$ cat config.mk
export PLATFORM = sky130hd
export DESIGN_NAME = call_stack_ctrl
export DESIGN_NICKNAME = d
export VERILOG_FILES = /design/src/rtl/cpu_pkg.sv /design/src/rtl/stack_ptr.sv /design/src/rtl/call_stack_ctrl.sv
export SDC_FILE = /design/constraint.sdc
export NUM_CORES = 1
export LEC_CHECK = 0
export ABC_AREA = 1
export CAP_MARGIN = 10
export CORE_MARGIN = 2
export CORE_UTILIZATION = 44
export CTS_CLUSTER_SIZE = 10
export DETAILED_ROUTE_END_ITERATION = 8
export PLACE_DENSITY = 0.91
export SLEW_MARGIN = 40
export SYNTH_ARGS = -nofsm -noshare
export SYNTH_HDL_FRONTEND = slang
export SYNTH_HIERARCHICAL = 1
export SYNTH_SLANG_ARGS = --single-unit
export TNS_END_PERCENT = 20
$ cat constraint.sdc
create_clock -name clk -period 3.73 [get_ports clk]
set_input_delay 0.746 -clock clk [delete_from_list [all_inputs] [get_ports clk]]
set_output_delay 0.746 -clock clk [all_outputs]
set_load 0.05 [all_outputs]
$ cat src/rtl/cpu_pkg.sv
// Shared CPU constants and the call-stack controller's state and error encodings.
// Imported by the register file, the control unit and the stack controller.
package cpu_pkg;

  localparam int PC_W        = 8;
  localparam int DATA_W      = 32;
  localparam int ADDR_W      = 3;
  localparam int STACK_BASE  = 7;
  localparam int STACK_DEPTH = 4;
  localparam int DEPTH_W     = $clog2(STACK_DEPTH + 1);

  typedef enum logic [2:0] {
    ST_IDLE,
    ST_PUSH,
    ST_POP_ADDR,
    ST_POP_WAIT,
    ST_DONE
  } stack_state_e;

  // Pending error reason, held from the IDLE decision until the DONE pulse.
  typedef enum logic [1:0] {
    ERR_NONE,
    ERR_OVF,
    ERR_UNF,
    ERR_BOTH
  } stack_err_e;

endpackage

$ cat src/rtl/stack_ptr.sv
// Stack pointer and entry counter for a downward-growing stack in the register file.
// A push moves sp down one slot, a pop moves it back up; full/empty come from depth.
module stack_ptr #(
  parameter int ADDR_W      = cpu_pkg::ADDR_W,
  parameter int STACK_BASE  = cpu_pkg::STACK_BASE,
  parameter int STACK_DEPTH = cpu_pkg::STACK_DEPTH,
  parameter int DEPTH_W     = $clog2(STACK_DEPTH + 1)
) (
  input  logic               clk,
  input  logic               reset,
  input  logic               inc,
  input  logic               dec,
  output logic [ADDR_W-1:0]  sp,
  output logic [DEPTH_W-1:0] depth,
  output logic               full,
  output logic               empty
);

  logic [ADDR_W-1:0]  sp_q, sp_d;
  logic [DEPTH_W-1:0] depth_q, depth_d;

  assign full  = (depth_q == DEPTH_W'(STACK_DEPTH));
  assign empty = (depth_q == '0);

  // The full/empty guards keep sp inside the stack window even if a caller misbehaves.
  always_comb begin
    sp_d    = sp_q;
    depth_d = depth_q;
    if (inc && !full) begin
      sp_d    = sp_q - ADDR_W'(1);
      depth_d = depth_q + DEPTH_W'(1);
    end else if (dec && !empty) begin
      sp_d    = sp_q + ADDR_W'(1);
      depth_d = depth_q - DEPTH_W'(1);
    end
  end

  always_ff @(posedge clk) begin
    if (reset) begin
      sp_q    <= ADDR_W'(STACK_BASE);
      depth_q <= '0;
    end else begin
      sp_q    <= sp_d;
      depth_q <= depth_d;
    end
  end

  assign sp    = sp_q;
  assign depth = depth_q;

endmodule

$ cat src/rtl/call_stack_ctrl.sv
// CALL/RET front end for the register-file stack region: turns requests into RF
// writes/reads, tracks depth, flags overflow/underflow and returns the popped PC.
module call_stack_ctrl #(
  parameter int PC_W        = cpu_pkg::PC_W,
  parameter int DATA_W      = cpu_pkg::DATA_W,
  parameter int ADDR_W      = cpu_pkg::ADDR_W,
  parameter int STACK_BASE  = cpu_pkg::STACK_BASE,
  parameter int STACK_DEPTH = cpu_pkg::STACK_DEPTH,
  parameter int RD_LAT      = 1
) (
  input  logic                               clk,
  input  logic                               reset,
  input  logic                               call_req,
  input  logic                               ret_req,
  input  logic [PC_W-1:0]                    call_pc,
  output logic                               busy,
  output logic                               done,
  output logic [PC_W-1:0]                    ret_pc,
  output logic                               err_ovf,
  output logic                               err_unf,
  output logic                               err_both,
  output logic [$clog2(STACK_DEPTH+1)-1:0]   depth,
  output logic                               rf_we,
  output logic [ADDR_W-1:0]                  rf_ws,
  output logic [DATA_W-1:0]                  rf_wd,
  output logic [ADDR_W-1:0]                  rf_rs,
  input  logic [DATA_W-1:0]                  rf_rd
);

  import cpu_pkg::*;

  localparam int DEPTH_W = $clog2(STACK_DEPTH + 1);
  localparam int CNT_W   = 2;

  stack_state_e      state_q, state_d;
  stack_err_e        err_q, err_d;
  logic [CNT_W-1:0]  cnt_q, cnt_d;

  logic              busy_q, busy_d;
  logic              done_q, done_d;
  logic [PC_W-1:0]   ret_pc_q, ret_pc_d;
  logic              err_ovf_q, err_ovf_d;
  logic              err_unf_q, err_unf_d;
  logic              err_both_q, err_both_d;
  logic              rf_we_q, rf_we_d;
  logic [ADDR_W-1:0] rf_ws_q, rf_ws_d;
  logic [DATA_W-1:0] rf_wd_q, rf_wd_d;
  logic [ADDR_W-1:0] rf_rs_q, rf_rs_d;

  logic [ADDR_W-1:0]  sp;
  logic [DEPTH_W-1:0] sp_depth;
  logic               sp_full, sp_empty;
  logic               sp_inc, sp_dec;
  logic [PC_W-1:0]    next_pc;
  logic               unused_rd_hi;

  assign next_pc      = call_pc + PC_W'(1);
  assign unused_rd_hi = ^rf_rd;

  stack_ptr #(
    .ADDR_W      (ADDR_W),
    .STACK_BASE  (STACK_BASE),
    .STACK_DEPTH (STACK_DEPTH),
    .DEPTH_W     (DEPTH_W)
  ) u_stack_ptr (
    .clk   (clk),
    .reset (reset),
    .inc   (sp_inc),
    .dec   (sp_dec),
    .sp    (sp),
    .depth (sp_depth),
    .full  (sp_full),
    .empty (sp_empty)
  );

  // Next-state and registered-output decode; every output is a flop loaded from here.
  always_comb begin
    state_d    = state_q;
    err_d      = err_q;
    cnt_d      = cnt_q;
    done_d     = 1'b0;
    err_ovf_d  = 1'b0;
    err_unf_d  = 1'b0;
    err_both_d = 1'b0;
    ret_pc_d   = ret_pc_q;
    rf_we_d    = 1'b0;
    rf_ws_d    = rf_ws_q;
    rf_wd_d    = rf_wd_q;
    rf_rs_d    = rf_rs_q;
    sp_inc     = 1'b0;
    sp_dec     = 1'b0;

    case (state_q)
      ST_IDLE: begin
        if (call_req && ret_req) begin
          err_d   = ERR_BOTH;
          state_d = ST_DONE;
        end else if (call_req) begin
          if (sp_full) begin
            err_d   = ERR_OVF;
            state_d = ST_DONE;
          end else begin
            state_d = ST_PUSH;
            rf_we_d = 1'b1;
            rf_ws_d = sp;
            rf_wd_d = DATA_W'(next_pc);
          end
        end else if (ret_req) begin
          if (sp_empty) begin
            err_d   = ERR_UNF;
            state_d = ST_DONE;
          end else begin
            state_d = ST_POP_ADDR;
            rf_rs_d = sp + ADDR_W'(1);
            cnt_d   = CNT_W'(RD_LAT);
          end
        end
      end

      // The RF commits the write on the edge that leaves PUSH, so sp/depth move there too.
      ST_PUSH: begin
        sp_inc  = 1'b1;
        state_d = ST_DONE;
      end

      ST_POP_ADDR, ST_POP_WAIT: begin
        if (cnt_q == '0) begin
          ret_pc_d = rf_rd[PC_W-1:0];
          sp_dec   = 1'b1;
          state_d  = ST_DONE;
        end else begin
          cnt_d   = cnt_q - CNT_W'(1);
          state_d = ST_POP_WAIT;
        end
      end

      ST_DONE: begin
        done_d     = 1'b1;
        err_ovf_d  = (err_q == ERR_OVF);
        err_unf_d  = (err_q == ERR_UNF);
        err_both_d = (err_q == ERR_BOTH);
        err_d      = ERR_NONE;
        state_d    = ST_IDLE;
      end

      default: state_d = ST_IDLE;
    endcase

    busy_d = (state_d != ST_IDLE);
  end

  // Reset drops any operation in flight; a write already taken by the RF is simply forgotten.
  always_ff @(posedge clk) begin
    if (reset) begin
      state_q    <= ST_IDLE;
      err_q      <= ERR_NONE;
      cnt_q      <= '0;
      busy_q     <= 1'b0;
      done_q     <= 1'b0;
      ret_pc_q   <= '0;
      err_ovf_q  <= 1'b0;
      err_unf_q  <= 1'b0;
      err_both_q <= 1'b0;
      rf_we_q    <= 1'b0;
      rf_ws_q    <= '0;
      rf_wd_q    <= '0;
      rf_rs_q    <= '0;
    end else begin
      state_q    <= state_d;
      err_q      <= err_d;
      cnt_q      <= cnt_d;
      busy_q     <= busy_d;
      done_q     <= done_d;
      ret_pc_q   <= ret_pc_d;
      err_ovf_q  <= err_ovf_d;
      err_unf_q  <= err_unf_d;
      err_both_q <= err_both_d;
      rf_we_q    <= rf_we_d;
      rf_ws_q    <= rf_ws_d;
      rf_wd_q    <= rf_wd_d;
      rf_rs_q    <= rf_rs_d;
    end
  end

  assign busy     = busy_q;
  assign done     = done_q;
  assign ret_pc   = ret_pc_q;
  assign err_ovf  = err_ovf_q;
  assign err_unf  = err_unf_q;
  assign err_both = err_both_q;
  assign depth    = sp_depth;
  assign rf_we    = rf_we_q;
  assign rf_ws    = rf_ws_q;
  assign rf_wd    = rf_wd_q;
  assign rf_rs    = rf_rs_q;

endmodule

# After elaboration in Yosys (flattened, before gate mapping)
# Index checks and enable logic that the tools add are counted.
[op_classes]
n_addsub = 6
eq_ne = 16
muxes = 28
n_bitwise = 6
n_reduce_logical = 20
[op_table]
columns = ["op", "count"]
rows = [
  ["$mux 3", 10],
  ["$mux 2", 10],
  ["$ne 2x2->1 const B", 5],
  ["$pmux 3 s3", 1],
  ["$add 8x1->8 const B", 1],
  ["$ne 4x3->1 const B", 2],
  ["$pmux 2 s2", 2],
  ["$reduce_and 4->1", 2],
  ["$add 3x1->3 const B", 2],
  ["$eq 3x2->1 const B", 2],
  ["$eq 3x3->1 const B", 2],
  ["$logic_not 3->1", 2],
  ["$not 1->1", 6],
  ["$reduce_and 6->1", 1],
  ["$reduce_bool 2->1", 3],
  ["$sub 3x1->3 const B", 2],
  ["$mux 1", 5],
  ["$reduce_and 5->1", 1],
  ["$eq 2x2->1 const B", 2],
  ["$ne 4x4->1 const B", 1],
  ["$reduce_or 2->1", 2],
  ["$reduce_or 4->1", 1],
  ["$eq 3x1->1 const B", 1],
  ["$logic_and 1x1->1", 3],
  ["other kinds (6)", 7],
]
[word_totals]
regBits = 41
input_bits = 44
output_inout_bits = 55
word_cells = 91

# Logic depth before layout (Yosys ltp)
# Gate-level depths: netlist of the first run.
[logic_depth]
word_depth = 7
mapped_depth = 11
depth_no_buf = 11

# Cells and area by module
# The synthesis of the first run kept the hierarchy.
[by_module_without_submodules]
columns = ["mod", "instances", "cells_each", "area_each_um2", "seq_area_each_um2"]
rows = [
  ["call_stack_ctrl", 1, 233, 1691.6, 700.7],
  ["stack_ptr", 1, 50, 350.3, 120.1],
]

# Worst setup path before layout of the first run
# Ideal clock, no wire load.
[synth_path]
kind = "flip-flop to flip-flop"
from = "register u_stack_ptr.depth_q[0] (netlist: u_stack_ptr/depth[0])"
to = "register u_stack_ptr.sp_q[1] (netlist: u_stack_ptr/sp[1])"
setup_ns = 0.119
arrival_time_ns = 1.694
required_ns = 3.611
setup_slack_ns = 1.917
stages_incl_launch_ff = 8
n_path_buf = 0
synth_period_minus_slack_ns = 1.813
cell_sequence = "dfxtp_1 -> nor2_2 -> nand2_2 -> nand2_2 -> fa_1 -> inv_1 -> a21oi_1 -> o21ai_1"
[synth_between]
elab_chain_cells = 4
elab_cells_between_ends = 8
classes_between = "eq/ne: 1; mux: 1; reduce/logical: 6"
[synth_rtl]
columns = ["item", "line", "source"]
rows = [
  ["start: declaration", "stack_ptr.sv:20", "logic [DEPTH_W-1:0] depth_q, depth_d;"],
  ["start signal: assignment", "stack_ptr.sv:44", "depth_q <= depth_d;"],
  ["$eq 3x3->1 / $logic_not 3->1 (equally long branches)", "stack_ptr.sv:22, stack_ptr.sv:23", ""],
  ["$logic_not 1->1 (on tied branches)", "stack_ptr.sv:29, stack_ptr.sv:32", ""],
  ["$logic_and 1x1->1 (on tied branches)", "stack_ptr.sv:29, stack_ptr.sv:32", ""],
  ["$mux 3 / $reduce_bool 2->1 (equally long branches)", "n/a", ""],
  ["end signal: assignment", "stack_ptr.sv:40", "sp_q <= ADDR_W'(STACK_BASE);"],
  ["end signal: assignment", "stack_ptr.sv:43", "sp_q <= sp_d;"],
  ["end: declaration", "stack_ptr.sv:19", "logic [ADDR_W-1:0] sp_q, sp_d;"],
]
# Several ways; a longest one is shown, not always the timed one.
# A chain may end at the register's enable or synchronous reset.

# Worst setup path in the final report of the first run
[layout_path]
from = "register u_stack_ptr.depth_q[1] (netlist: u_stack_ptr/depth[1])"
to = "output depth[1]"
[layout_lines]
columns = ["item", "line", "source"]
rows = [
  ["end: declaration", "call_stack_ctrl.sv:22", "output logic [$clog2(STACK_DEPTH+1)-1:0] depth,"],
]
# No word-level cell between the ends.

==> flow_summary.ini, run 1 <==
[floorplan]
die_area_mm2 = 0.00520
ios = 99
start_util_pct = 46.3
chipWidth_um = 72.1
fp-row-count = 24
core_mm2 = 0.00441
die_h_um = 72.1

[final_layout]
final_core_util_pct = 58.6
mostFrequentLayoutCells = nand2_1 (52), clkdlybuf4s50_1 (50), nor2_1 (44), dfxtp_1 (41), inv_1 (32)
drive_gt1_share_pct = 6.82
final_nets = 386
fin_cells = 389
diodes = 0
area_growth_pct = 26.7
final_area_mm2 = 0.00259
layout_commonest_cell = nand2_1

[timing]
post-route-min-period_ns = 2.32
max_freq_ghz = 0.431
setup_viol = 0
rsz0062_at_grt = false
slew_viol_final = 0
maxSlewHeadroom_pct = 65.5
hold_ws_ns = 0.451
period_share_pct = 62.3
fin_setup_tns_ns = 0
hold_violations = 0
worst_pin_slew_ns = 0.515
skew_ns = 0.00739

[critical_path]
critPathBufInv = 1
worstSetupStartpointType = flop
critical_path.cell_chain = clkdlybuf4s50_1
path_depth = 1
slowest_stage = clkdlybuf4s50_1
crit_path_max_incr_delay_ns = 0.85
r2r_start = state_q[2]$_SDFF_PP0_
arrival_ns = 1.58
cp.required_ns = 2.98
rr_worst_depth = 9
worstReg2RegEnd = u_stack_ptr/depth[2]$_SDFFE_PP0P_
crit_type = flop to output port
cp-end-kind = output port
crit_fanout = 5
crit_family = buffers and inverters
rrSetupSlack_ns = 2.07
startpoint = u_stack_ptr/depth[1]$_SDFFE_PP0P_

[global_route]
grt_antenna_before_repair = 0
grt_pass1_vias = 1582
grt_max_degree = 20
grt_pass1_wl_um = 6610
globalRouteOverflowTotal = 0
grt_usage_pct = 15.7

[place]
place_area_mm2 = 0.00250
port_buffers = 50
dp.cells = 382
dpl.hpwl_um = 3040
gp_congestion = 0.856

[logic_synthesis]
synth-seq-cells = 41
synth_flop_cell = dfxtp_1
syn_area_per_cell_um2 = 7.22
yosysWarningCount = 6
synth_edf_count = 0
yosysUniqueCellTypes = 27
async_flop_share_pct = 0
syn-cell-area_mm2 = 0.00204
synth_seq_area_share_pct = 40.2
synthCells = 283

[hold_path]
hp-start = err_q[1]$_SDFFE_PP0P_
hp-class = flop to flop
hold_end = err_ovf$_SDFF_PP0_
holdPathStages = 1

[detailed_routing]
dr_wl_met3_um = 278
wl_met2_um = 1880
highest_layer = met4
postRouteAntennaNets = 0
remaining_drc_errors = 0
drt_iter0_drc = 77
wl_met1_um = 1790
dr_total_vias = 1804
first_pass_iters = 4
routedWlPerCell_um = 10.2
wirelength_um = 3990
viasPerCell = 4.64

[cts]
cts-root-buf = clkbuf_8
cts_tree = built
postCtsSetupBuffers = 0
clk_pin_slew_worst_paths_ns = 0.07
ctsHoldBuffers = 0
htree_levels = 2
insertion_delay_ns = 0.29
cts_buffers = 5
cts.path.max_buffers = 2
clock-sinks = 41
cts_resized = 0

[pwr]
p_leak_nw = 1.19
cellPowerDensity_mw_per_mm2 = 397
irDropWorstVdd_mv = 0.192

[flow_run]
cap_violations = 0

[status]
outcome = finished clean
## flip-flops by register name (all words and copies together), names as in the netlist, 2 cells and up
signal,flops
rf_rs,3
u_stack_ptr/sp,3
err_q,2
u_stack_ptr/depth,3
state_q,3
ret_pc,8
rf_ws,3
rf_wd,8
cnt_q,2
## per-layer routing
metal | global-route usage [%] | vias up
met1 | 19.3 | 805
met3 | 5.14 | 6
met4 | 3.14 | 0
met5 | 0 | -
met2 | 27.0 | 56
li1 | - | 937
## power by group
| part | switching (W) | leakage [nW] | internal (W) |
|---|---|---|---|
| sequential | 0.0000142 | 0.334 | 0.000461 |
| combinational | 0.000187 | 0.811 | 0.0000785 |
| clock | 0.000140 | 0.0443 | 0.000147 |
## kinds of logic after synthesis
group | Yosys count | synth area share, %
xor gates and xnor gates | 4 | 1.72
AOI/OAI and AO/OA | 34 | 8.33
DFF | 41 | 40.2
buffers and inverters | 66 | 17.0
adders and majority gates | 5 | 3.80
and+or+nand+nor | 132 | 28.8
other | 1 | 0.184
## cells in the mapped netlist, types with 2 or more instances
| library cell | number | area, µm² |
|---|---|---|
| a21oi_1 | 16 | 80.1 |
| buf_4 | 24 | 180 |
| clkinv_1 | 2 | 7.51 |
| dfxtp_1 | 41 | 821 |
| fa_1 | 2 | 40.0 |
| ha_1 | 3 | 37.5 |
| inv_1 | 32 | 120 |
| inv_2 | 5 | 18.8 |
| nand2_1 | 52 | 195 |
| nand2_2 | 6 | 37.5 |
| nand3_1 | 18 | 90.1 |
| nand3b_1 | 2 | 15.0 |
| nor2_1 | 44 | 165 |
| nor3_1 | 4 | 20.0 |
| o21ai_0 | 10 | 50.1 |
| o21ai_1 | 8 | 40.0 |
| xor2_1 | 4 | 35.0 |
## final cells by class
type	instances	area, µm²
repair buffers	51	508
flip-flops and latches	41	821
clock buffers	7	86.3
fillers	393	1830
multi-input cells	199	961
inverters	39	146
well taps	52	65.1
## per-stage QoR
stage               power, W  worst slack (ns)
finish               0.00103              1.41
global route         0.00107              1.32
CTS                  0.00103              1.39
detailed placement  0.000750              1.57
global placement    0.000745              1.57
floorplan           0.000697              1.92
## how the worst max path moves through the flow
stage | end
after floorplan | u_stack_ptr/sp[1]$_SDFFE_PP1P_
after global placement | err_ovf$_SDFF_PP0_
after detailed placement | err_ovf$_SDFF_PP0_
after CTS | depth[1]
after global routing | depth[1]
final | depth[1]
(Power assumes the default switching activity.)
==> run 2: changes to the inputs <==
Settings changed: CORE_UTILIZATION 44 to 37, PLACE_DENSITY 0.91 to 0.82.
Clock period 3.73 ns to 1.88 ns, I/O delays scaled along.
==> flow_summary.ini, run 2 (synthesis results as in run 1) <==
[timing]
rsz0062_at_grt = false
setup_slack_ns = 0.0621
period_share_pct = 96.7
fin_setup_tns_ns = 0
worst_pin_slew_ns = 0.511
max_freq_ghz = 0.550
slew_viol_final = 0
skew_ns = 0.00676
post-route-min-period_ns = 1.82
hold_violations = 0
hold_ws_ns = 0.453
maxSlewHeadroom_pct = 65.9
setup_viol = 0

[place]
gp_congestion = 0.778
port_buffers = 50
dpl.hpwl_um = 3030
dp.cells = 404
dpl_worst_slack_ns = 0.147

[critical_path]
critical_path.cell_chain = clkdlybuf4s50_1
slowest_stage = clkdlybuf4s50_1
crit_fanout = 2
arrival_ns = 1.44
cp-end-kind = output port
crit_path_max_incr_delay_ns = 0.81
crit_type = flop to output port
critPathBufInv = 1
worstSetupStartpointType = flop
crit_family = buffers and inverters
cp.required_ns = 1.50

[pwr]
p_leak_nw = 1.23
irDropWorstVdd_mv = 0.625
cellPowerDensity_mw_per_mm2 = 833
p_total_w = 0.00219

[final_layout]
area_growth_pct = 28.7
mostFrequentLayoutCells = nand2_1 (52), nor2_1 (44), dfxtp_1 (41), clkdlybuf4s50_1 (38), inv_1 (32)
regArea_um2 = 821
multi_input_area_um2 = 961
fin_cells = 412
final_nets = 388
layout_commonest_cell = nand2_1
drive_gt1_share_pct = 11.2
diodes = 0
n_fill_cell = 542

[flow_run]
cap_violations = 0

[detailed_routing]
first_pass_iters = 4
postRouteAntennaNets = 0
remaining_drc_errors = 0
wirelength_um = 4000
drt_iter0_drc = 69
dr_total_vias = 1800
viasPerCell = 4.37
routedWlPerCell_um = 9.71

[global_route]
grt_usage_pct = 13.7
grt_pass1_vias = 1553
grt_antenna_before_repair = 0
grt_max_degree = 20
globalRouteOverflowTotal = 0
grt_pass1_wl_um = 6780

[floorplan]
start_util_pct = 37.8
ios = 99
core_mm2 = 0.00541
chipWidth_um = 78.3
fp-row-count = 27
die_area_mm2 = 0.00613
die_h_um = 78.3

[cts]
cts_buffers = 5
cts_resized = 0
htree_levels = 2
clk_pin_slew_worst_paths_ns = 0.08
insertion_delay_ns = 0.29
cts.path.max_buffers = 2
ctsHoldBuffers = 0
cts-root-buf = clkbuf_8
cts_tree = built
postCtsSetupBuffers = 0
clock-sinks = 41

[status]
outcome = finished clean

[hold_path]
hp-class = flop to flop
[run 2: layout make-up]
type | count | share of cell area (%)
Multi-Input combinational cell | 199 | 36.6
Clock buffer | 7 | 3.29
Inverter | 39 | 5.57
Sequential cell | 41 | 31.2
Timing Repair Buffer | 53 | 18.8
Tap cell | 72 | 3.43
Clock inverter | 1 | 1.14
[run 2: power by group]
| group | switching (W) | internal, W |
|---|---|---|
| Sequential | 0.0000286 | 0.000914 |
| Clock | 0.000291 | 0.000433 |
| Combinational | 0.000370 | 0.000152 |
[run 2: stage by stage]
step | utilization [%] | instance area, µm²
floorplan | - | 2130
global placement | 46.5 | 2510
detailed placement | 46.5 | 2510
CTS | 48.6 | 2630
global route | 48.6 | 2630
finish | 48.6 | 2630
[run 2: routing by layer]
metal / part of all wire (%) / global-route usage (%) / vias up / wire, µm
met3: 9.2 / 5.52 / 4 / 367
li1: - / - / 941 / -
met5: 0 / 0 / - / 0
met1: 45 / 16.7 / 793 / 1790
met4: 0.72 / 4.56 / 0 / 29
met2: 45 / 21.9 / 62 / 1810
[run 2: final timing paths]
path         slack, ns                   start                           endpoint  cells past startpoint
max               0.06  ret_pc[0]$_SDFFE_PP0P_                          ret_pc[0]                      1
min               0.45   err_q[1]$_SDFFE_PP0P_                 err_ovf$_SDFF_PP0_                      1
max reg2reg       0.24   state_q[2]$_SDFF_PP0_  u_stack_ptr/depth[2]$_SDFFE_PP0P_                      9
min reg2reg       0.45   err_q[1]$_SDFFE_PP0P_                 err_ovf$_SDFF_PP0_                      1
